[config.mk]
export PLATFORM = sky130hd
export DESIGN_NAME = seven_seg_scan_controller
export DESIGN_NICKNAME = d
export VERILOG_FILES = /design/src/rtl/seven_seg_pkg.sv /design/src/rtl/seven_seg_scan_controller_timer.sv /design/src/rtl/seven_seg_scan_controller.sv
export SDC_FILE = /design/constraint.sdc
export NUM_CORES = 1
export LEC_CHECK = 0
export ABC_CLOCK_PERIOD_IN_PS = 3200
export BUFFER_PORTS_ARGS = -buffer_cell sky130_fd_sc_hd__buf_4
export CAP_MARGIN = 20
export CELL_PAD_IN_SITES_DETAIL_PLACEMENT = 0
export CELL_PAD_IN_SITES_GLOBAL_PLACEMENT = 1
export CORE_MARGIN = 5
export CORE_UTILIZATION = 40
export CTS_CLUSTER_DIAMETER = 200
export CTS_CLUSTER_SIZE = 28
export DETAILED_ROUTE_END_ITERATION = 6
export HOLD_SLACK_MARGIN = 0.15
export PLACE_DENSITY = 0.71
export SYNTH_ARGS = -nofsm -noshare
export SYNTH_HDL_FRONTEND = slang
export SYNTH_SLANG_ARGS = --single-unit
[constraint.sdc]
create_clock -name clk -period 3.2 [get_ports clk]
set_input_delay 0.64 -clock clk [delete_from_list [all_inputs] [get_ports clk]]
set_output_delay 0.64 -clock clk [all_outputs]
set_load 0.02 [all_outputs]
[src/rtl/seven_seg_pkg.sv]
// Shared types and constants for the multiplexed seven-segment display scanner.
package seven_seg_pkg;

  typedef enum logic [1:0] {IDLE, GUARD, SHOW} scan_state_t;

  localparam int              BCD_W   = 4;
  localparam logic [BCD_W-1:0] BCD_MAX = 4'd9;
  localparam logic [6:0]      SEG_OFF = 7'b0;
  localparam logic [31:0]     AN_OFF  = {32{1'b1}};

  function automatic logic code_is_valid(input logic [BCD_W-1:0] code);
    return code <= BCD_MAX;
  endfunction

endpackage

[src/rtl/seven_seg_scan_controller_timer.sv]
// Slot counter and digit index for the display scanner; strobes mark guard end,
// slot end, and (registered) the final cycle of each frame.
module seg_scan_timer #(
  parameter int NUM_DIGITS   = 4,
  parameter int REFRESH_DIV  = 50000,
  parameter int BLANK_CYCLES = 500,
  parameter int CNT_W        = $clog2(REFRESH_DIV),
  parameter int IDX_W        = $clog2(NUM_DIGITS)
) (
  input  logic             clk,
  input  logic             rst,
  input  logic             clear,
  output logic [IDX_W-1:0] digit_idx,
  output logic             guard_end,
  output logic             slot_end,
  output logic             frame_end
);
  localparam logic [CNT_W-1:0] GUARD_LAST = CNT_W'(BLANK_CYCLES - 1);
  localparam logic [CNT_W-1:0] SLOT_LAST  = CNT_W'(REFRESH_DIV - 1);
  localparam logic [CNT_W-1:0] SLOT_PRE   = CNT_W'(REFRESH_DIV - 2);
  localparam logic [IDX_W-1:0] IDX_LAST   = IDX_W'(NUM_DIGITS - 1);

  logic [CNT_W-1:0] slot_cnt_reg;
  logic [IDX_W-1:0] digit_idx_reg;
  logic             frame_end_reg;

  // frame_end is raised one cycle early so it lines up with the last slot cycle
  always_ff @(posedge clk or posedge rst) begin
    if (rst) begin
      slot_cnt_reg  <= '0;
      digit_idx_reg <= '0;
      frame_end_reg <= 1'b0;
    end else if (clear) begin
      slot_cnt_reg  <= '0;
      digit_idx_reg <= '0;
      frame_end_reg <= 1'b0;
    end else begin
      frame_end_reg <= (slot_cnt_reg == SLOT_PRE) && (digit_idx_reg == IDX_LAST);
      if (slot_end) begin
        slot_cnt_reg  <= '0;
        digit_idx_reg <= (digit_idx_reg == IDX_LAST) ? '0 : digit_idx_reg + 1'b1;
      end else begin
        slot_cnt_reg <= slot_cnt_reg + 1'b1;
      end
    end
  end

  assign digit_idx = digit_idx_reg;
  assign guard_end = (slot_cnt_reg == GUARD_LAST);
  assign slot_end  = (slot_cnt_reg == SLOT_LAST);
  assign frame_end = frame_end_reg;

endmodule

[src/rtl/seven_seg_scan_controller.sv]
// Time-multiplexes an external BCD-to-7-segment decoder across common-anode digits,
// with a double-buffered digit word, leading-zero blanking and a dark guard per slot.
module seven_seg_scan_controller
  import seven_seg_pkg::*;
#(
  parameter int NUM_DIGITS   = 4,
  parameter int REFRESH_DIV  = 50000,
  parameter int BLANK_CYCLES = 500
) (
  input  logic                        clk,
  input  logic                        rst,
  input  logic                        enable,
  input  logic                        load,
  input  logic [BCD_W*NUM_DIGITS-1:0] bcd_in,
  input  logic [NUM_DIGITS-1:0]       dp_in,
  input  logic                        blank_lz,
  output logic [BCD_W-1:0]            bcd_out,
  input  logic [6:0]                  segment7_in,
  output logic [6:0]                  seg_out,
  output logic                        dp_out,
  output logic [NUM_DIGITS-1:0]       an_out,
  output logic                        frame_done
);
  localparam int                    IDX_W   = $clog2(NUM_DIGITS);
  localparam logic [NUM_DIGITS-1:0] AN_DARK = AN_OFF[NUM_DIGITS-1:0];

  scan_state_t                 state_reg;
  logic [BCD_W*NUM_DIGITS-1:0] shadow_reg, active_reg;
  logic [NUM_DIGITS-1:0]       shadow_dp_reg, active_dp_reg;
  logic                        pending_reg;
  logic [NUM_DIGITS-1:0]       an_reg;
  logic [6:0]                  seg_reg;
  logic                        dp_reg;

  logic [IDX_W-1:0]      digit_idx;
  logic                  guard_end, slot_end, frame_end, timer_clear;
  logic [BCD_W-1:0]      digit_code [NUM_DIGITS];
  logic [NUM_DIGITS:1]   upper_zero;
  logic [NUM_DIGITS-1:0] lz_blanked, anode_sel;
  logic [BCD_W-1:0]      cur_code;
  logic                  cur_lit;

  assign timer_clear = (state_reg == IDLE) || !enable;

  seg_scan_timer #(
    .NUM_DIGITS   (NUM_DIGITS),
    .REFRESH_DIV  (REFRESH_DIV),
    .BLANK_CYCLES (BLANK_CYCLES)
  ) u_timer (
    .clk       (clk),
    .rst       (rst),
    .clear     (timer_clear),
    .digit_idx (digit_idx),
    .guard_end (guard_end),
    .slot_end  (slot_end),
    .frame_end (frame_end)
  );

  // upper_zero[i]: active digits i..NUM_DIGITS-1 are all zero
  assign upper_zero[NUM_DIGITS] = 1'b1;
  for (genvar gi = 0; gi < NUM_DIGITS; gi++) begin : g_digit
    assign digit_code[gi] = active_reg[BCD_W*gi +: BCD_W];
    assign anode_sel[gi]  = (digit_idx != IDX_W'(gi));
    if (gi == 0) begin : g_lsd
      assign lz_blanked[gi] = 1'b0;
    end else begin : g_upper
      assign upper_zero[gi] = (digit_code[gi] == '0) && upper_zero[gi+1];
      assign lz_blanked[gi] = blank_lz && upper_zero[gi];
    end
  end

  assign cur_code = digit_code[digit_idx];
  assign cur_lit  = code_is_valid(cur_code) && !lz_blanked[digit_idx];
  assign bcd_out  = (state_reg == IDLE) ? '0 : cur_code;

  always_ff @(posedge clk or posedge rst) begin
    if (rst) begin
      state_reg <= IDLE;
      an_reg    <= AN_DARK;
      seg_reg   <= SEG_OFF;
      dp_reg    <= 1'b0;
    end else begin
      an_reg  <= AN_DARK;
      seg_reg <= SEG_OFF;
      dp_reg  <= 1'b0;
      if (!enable) begin
        state_reg <= IDLE;
      end else begin
        case (state_reg)
          IDLE:  state_reg <= GUARD;
          GUARD: begin
            if (guard_end) begin
              state_reg <= SHOW;
              an_reg    <= anode_sel;
              seg_reg   <= cur_lit ? segment7_in : SEG_OFF;
              dp_reg    <= active_dp_reg[digit_idx];
            end
          end
          SHOW: begin
            if (slot_end) begin
              state_reg <= GUARD;
            end else begin
              an_reg  <= anode_sel;
              seg_reg <= cur_lit ? segment7_in : SEG_OFF;
              dp_reg  <= active_dp_reg[digit_idx];
            end
          end
          default: state_reg <= IDLE;
        endcase
      end
    end
  end

  // Active word only changes at the frame boundary, so a frame never tears
  always_ff @(posedge clk or posedge rst) begin
    if (rst) begin
      shadow_reg    <= '0;
      shadow_dp_reg <= '0;
      active_reg    <= '0;
      active_dp_reg <= '0;
      pending_reg   <= 1'b0;
    end else if (frame_end) begin
      if (load) begin
        active_reg    <= bcd_in;
        active_dp_reg <= dp_in;
      end else if (pending_reg) begin
        active_reg    <= shadow_reg;
        active_dp_reg <= shadow_dp_reg;
      end
      pending_reg <= 1'b0;
    end else if (load) begin
      shadow_reg    <= bcd_in;
      shadow_dp_reg <= dp_in;
      pending_reg   <= 1'b1;
    end
  end

  assign an_out     = an_reg;
  assign seg_out    = seg_reg;
  assign dp_out     = dp_reg;
  assign frame_done = frame_end;

endmodule
==> qor.csv, run 1 <==
metric;value;unit
run status;complete, no violations;
Period minus WS final;2.519;ns
total core area;8763;um2
cells resized by post-CTS repair;0;
top cells by area in the synthesized netlist;dfrtp_1 49%, mux2_2 6.3%, mux2i_1 6.1%, o21ai_0 3.6%, ha_1 3.5%;
Worst EP arrival;1.88;ns
CTS tree;built;
CP max stage cell;dfrtp_1;
Synth Flop Type;dfrtp_1;
average cell area after synthesis;11.26;um2
PortBufs;48;
# rows;34;
Yosys warning total;0;
worst-margin pin slew;0.7330;ns
vias;2452;
Final ANT Viol Nets;0;
root buffer cell;clkbuf_8;
Synth Instances;320;
postcts setup bufs;0;
largest area contributor in the netlist;dfrtp_1;
placed cell count;466;
Die Width;104.9;um
critical path class;reg -> out;
Worst R2R Path Depth;5;
clk_lat worst skew;0.35;ns
EDFF count, synth;0;
vias per cell;5.087;
worst-path cell chain;mux4_2 > nor2b_1 > buf_4;
Hold Crit Class;in -> async;
Net Count, Synth;362;
top-area cell type share of the netlist area;0.4863;
RSZ-0062 raised after global routing;false;
Max Clock Freq;397.0;MHz
DRT Pass-1 Iters;4;
Overall Global Routing Usage;0.1418;
crit path to;bcd_out[3];
crit path launch;u_timer.digit_idx[0];
GR Overflow Total;0;
setup TNS;0;ns
Crit path largest cell delay;0.64;ns
FF-to-FF End;u_timer.slot_cnt_reg[2];
hpwl dp;5291;um
Clock Pin Slew Worst Setup and Hold Paths;0.08;ns
max-cap check violation count;0;
FF-to-FF setup slack;1.04;ns
Layout area overhead;18.76;%
# DRC;0;
Lkg Pwr;1.884;nW
Pwr Density;497.1;nW/um2
die height;104.9;um
WHS;0.4208;ns
layout cell share with drive strength beyond 1;0.2781;
async set-reset flop share out of synthesis;1.000;
post-synthesis cell type count;42;
Worst R2R Start;u_timer.slot_cnt_reg[0];
vias in the first global route;2483;
Starting Density;0.4111;
Finished Layout Cells;482;
initial antenna violation count;0;
Antenna diodes;0;
Critical Path Start Type;flip-flop;
1st-iter DRT viols;74;
count of final max-slew check failures;0;
Mapped Area;3602;um2
Worst Skew;0.01375;ns
Final #Nets;411;
Max Buffers Root-to-Sink;2;
register area share after synthesis;0.5155;
hold_buf cts;0;
largest net degree at the start of global routing;41;
Tcrit/Tclk final;0.7871;
final WL;7278;um
final setup vio count;0;
crit-path max FO;12;
placer congestion estimate;0.7929;
first-pass GRT wire length;12550;um
wire per inst;15.10;um
H-tree depth;3;
Die ar.;11000;um2
crit end category;output pin;
Relative slew margins;0.5106;
final-report hold violation count;0;
CTS buffer count;9;
I/O Pins;49;
Seq cells post-synth;74;
maximum vdd ir drop;0.2834;mV
Worst Path Required;2.56;ns
Clock Sinks;74;
## synthesized netlist by cell type, drive strengths merged (3+ instances only)
master   count
or3          4
nand2b       3
nor3         5
a21oi        3
nand2       29
mux2        20
xnor2       12
nand4        6
mux2i       22
o21a         4
nor4         7
dfstp        4
dfrtp       70
ha          10
clkbuf       9
a2111oi      7
nand3        6
nor2        23
o21ai       26
inv         18
nor2b        5
buf          4
mux4         5
## cell type report
| cell class | instances | area (um2) |
|---|---|---|
| fill | 830 | 4486 |
| sequential | 74 | 1857 |
| multi-input combinational | 215 | 1629 |
| timing repair buffer | 51 | 395.4 |
| tap | 108 | 135.1 |
| clock buffer | 10 | 127.6 |
| inverter | 18 | 67.56 |
| clock inverter | 6 | 66.31 |
## cells in the final DEF, fill, tap and decap left out, types with 6 or more instances in the layout
cell       count
dfrtp_1       70
buf_4         50
nand2_1       29
o21ai_0       25
nor2_1        23
mux2i_1       22
mux2_2        20
inv_1         17
xnor2_1       12
ha_1          10
clkbuf_8       9
nor4_1         7
a2111oi_1      7
nand4_1        6
## metal layers
metal  GRT usage  share of wire  routed length (um)
met1      0.1873           0.47                3390
met2      0.2221           0.49                3531
met3     0.04007          0.028                 207
met4     0.05297          0.020                 148
met5           0              0                   0
## power by group
group	leakage (nW)	internal, mW	switching [mW]	total, mW
sequential	0.967	1.01	0.0330	1.04
combinational	0.829	0.164	0.208	0.372
clock	0.0889	0.361	0.351	0.712
total	1.88	1.53	0.592	2.13
## metrics by stage
stage,area (um2),power [mW],utilization,setup WS [ns]
final,4278,2.127,0.4882,0.6812
after global routing,4278,2.255,0.4882,0.5532
after CTS,4278,2.162,0.4882,0.6493
after detailed placement,4084,1.439,0.4660,1.021
after global placement,4084,1.430,0.4660,1.048
after floorplan,3602,1.312,-,0.6850
## worst min path at each step
stage	endpoint	slack, ns	cells past startpoint
after CTS	u_timer.slot_cnt_reg[13]	0.44	2
after global routing	u_timer.frame_end	0.48	2
after detailed placement	active_dp_reg[1]	0.48	2
after floorplan	active_dp_reg[2]	0.44	2
after global placement	active_dp_reg[0]	0.46	2
final	u_timer.slot_cnt_reg[10]	0.42	2
## worst max-delay path, delay by kind of cell (launching register included)
family	cells	cell delay [ns]
buffers and inverters	1	0.16
DFF	1	0.64
muxes	1	0.59
and+or+nand+nor	1	0.15
## cells by family after synthesis
logic type               synth area share
multiplexers                       0.1549
buffers and inverters             0.03334
adder cells (fa/ha/maj)           0.03473
AND/OR/NAND/NOR                    0.1469
XOR/XNOR                          0.03161
flip-flops                         0.5155
AO/OA/AOI/OAI                     0.08302
No activity file was read; power rests on OpenSTA's default activity.
==> run 2: changes to the inputs <==
--- a/config.mk
+++ b/config.mk
@@ -5,7 +5,7 @@
 export SDC_FILE = /design/constraint.sdc
 export NUM_CORES = 1
 export LEC_CHECK = 0
-export ABC_CLOCK_PERIOD_IN_PS = 3200
+export ABC_CLOCK_PERIOD_IN_PS = 2500
 export BUFFER_PORTS_ARGS = -buffer_cell sky130_fd_sc_hd__buf_4
 export CAP_MARGIN = 20
 export CELL_PAD_IN_SITES_DETAIL_PLACEMENT = 0
==> constraint.sdc (replaced) <==
create_clock -name clk -period 2.5 [get_ports clk]
set_input_delay 0.5 -clock clk [delete_from_list [all_inputs] [get_ports clk]]
set_output_delay 0.5 -clock clk [all_outputs]
set_load 0.02 [all_outputs]
==> run 2 against run 1 <==
Worst hold slack worse by 0.19 ns. Register-to-register slack got worse by 0.53 ns. Die area unchanged. Sequential power increased by 29%. Sequential share of layout area shrank 0.14 points. Clock skew down 0.0038 ns. Combinational power up 29%. Worst setup slack got worse by 0.42 ns. Final cell count grew 0.21%. Routed wire length rose by 0.54%. Clock power is 30% higher. Critical endpoint unchanged. Largest cell class unchanged.
==> qor.csv, run 2 (synthesis results as in run 1) <==
metric;value;unit;change
Worst R2R Path Depth;4;;-1
Sw Ratio;0.2732;;-0.005071
max-cap check violation count;0;;unchanged
clock power share;0.337;;+0.002
PortBufs;48;;unchanged
final setup vio count;0;;unchanged
Pwr Density;638.0;nW/um2;+28%
Logic pwr share;0.175;;about the same
Worst EP arrival;1.74;ns;-0.14 ns
net switching power;0.7484;mW;+26%
Die ar.;11000;um2;unchanged
postcts setup bufs;0;;unchanged
WHS;0.2333;ns;-0.1876 ns
Period minus WS final;2.241;ns;
placed cell area;4099;um2;+0.37%
Layout area overhead;19.21;%;
worst-margin pin slew;0.6525;ns;-0.08057 ns
# rows;34;;unchanged
Max Clock Freq;446.3;MHz;
Final Util;0.4900;;+0.001856
CTS tree;built;;
Die Width;104.9;um;unchanged
Post-Layout Inst Area;4294;um2;+0.38%
layout cell share with drive strength beyond 1;0.2827;;+0.004592
hpwl dp;5250;um;-0.77%
final WL;7317;um;+0.54%
die height;104.9;um;unchanged
vias per cell;5.155;;+1.3%
largest net degree at the start of global routing;75;;+83%
GR Overflow Total;0;;unchanged
maximum vdd ir drop;0.3058;mV;+7.9%
vias in the first global route;2506;;+0.93%
Clock Sinks;74;;unchanged
Worst Path Required;2.00;ns;-0.56 ns
commonest non-fill, non-tap cells in the layout;69 x dfrtp_1, 52 x buf_4, 29 x nand2_1;;
first-pass GRT wire length;12430;um;-1.0%
Hold Crit Class;in -> async;;
Cell Int Power;1.991;mW;+30%
CTS buffer count;9;;unchanged
# DRC;0;;unchanged
clk_lat worst skew;0.35;ns;about the same
RSZ-0062 raised after global routing;false;;
crit-path max FO;12;;unchanged
1st-iter DRT viols;67;;-9.5%
Max Buffers Root-to-Sink;2;;unchanged
cells resized by post-CTS repair;0;;unchanged
wire per inst;15.15;um;+0.33%
Critical Path Start Type;flip-flop;;
Lkg Pwr;1.890;nW;+0.30%
commonest non-fill, non-tap cell in the layout;dfrtp_1;;
FF-to-FF setup slack;0.51;ns;-0.53 ns
Clock Pin Slew Worst Setup and Hold Paths;0.08;ns;about the same
critical path class;reg -> out;;
Final ANT Viol Nets;0;;unchanged
placer congestion estimate;0.8300;;+4.7%
final-report hold violation count;0;;unchanged
H-tree depth;3;;unchanged
hold_buf cts;0;;unchanged
initial antenna violation count;0;;unchanged
vias;2490;;+1.5%
Antenna diodes;0;;unchanged
run status;complete, no violations;;
count of final max-slew check failures;0;;unchanged
Worst R2R Start;u_timer.slot_cnt_reg[3];;
Worst Skew;0.009963;ns;-0.003784 ns
FF-to-FF End;seg_out[5];;
Overall Global Routing Usage;0.1400;;-0.001785
DRT Pass-1 Iters;4;;unchanged
Final #Nets;413;;+0.49%
Reg power frac;0.488;;-0.002
total core area;8763;um2;unchanged
Place WS;0.4369;ns;-0.5839 ns
Relative slew margins;0.5650;;+0.05442
I/O Pins;49;;unchanged
crit end category;output pin;;
Tcrit/Tclk final;0.8963;;
root buffer cell;clkbuf_8;;
setup TNS;0;ns;unchanged
final critical-path setup slack;0.2593;ns;-0.4219 ns
Starting Density;0.4111;;unchanged
[run 2: cell types whose count changed in the layout (fill, tap and decap cells not counted)]
| cell | change |
|---|---|
| buf_4 | +2 |
| clkbuf_8 | +1 |
| clkinv_2 | -1 |
| dfrtp_1 | -1 |
| dfrtp_2 | +1 |
| inv_6 | -1 |
[run 2: critical path, cell delays in order (launching register included)]
cell and delay [ns]:
dfrtp_2 0.52, mux4_2 0.57, nor2b_1 0.15, buf_4 0.16
[run 2: worst max path at each step]
| stage | from | endpoint | slack [ns] | cells past startpoint |
|---|---|---|---|---|
| 6_report | u_timer.digit_idx[0] | bcd_out[3] | 0.26 | 3 |
| 5_1_grt | u_timer.digit_idx[0] | bcd_out[2] | 0.15 | 3 |
| 4_1_cts | u_timer.digit_idx[0] | bcd_out[3] | 0.09 | 3 |
| 3_5_place_dp | u_timer.digit_idx[0] | seg_out[5] | 0.44 | 3 |
| 3_3_place_gp | u_timer.digit_idx[0] | seg_out[6] | 0.49 | 3 |
| 2_1_floorplan | rst | active_dp_reg[0] | 0.12 | 1 |
[run 2: metal layers]
layer	track usage	part of all wire
met4	0.03014	0.0072
met5	0	0
met2	0.2244	0.49
met1	0.1852	0.47
met3	0.04747	0.036
[run 2: stage by stage]
stage               instances  total power [mW]
floorplan                 320             1.679
global placement          468             1.840
detailed placement        468             1.849
CTS                       483             2.781
global route              483             2.894
finish                    483             2.740
[run 2: power by group through the flow]
stage               Combinational, mW  Clock (mW)  Sequential (mW)
CTS                             0.491       0.953             1.34
finish                          0.480       0.924             1.34
global placement                0.483           0             1.36
floorplan                       0.290           0             1.39
detailed placement              0.488           0             1.36
global route                    0.538        1.01             1.35
[run 2: area by class of cell]
cell class | instances | area [um2]
fill | 829 | 4469
sequential | 74 | 1858
multi-input combinational | 215 | 1629
timing repair buffer | 53 | 410.4
clock buffer | 11 | 141.4
tap | 108 | 135.1
inverter | 18 | 67.56
clock inverter | 4 | 52.55
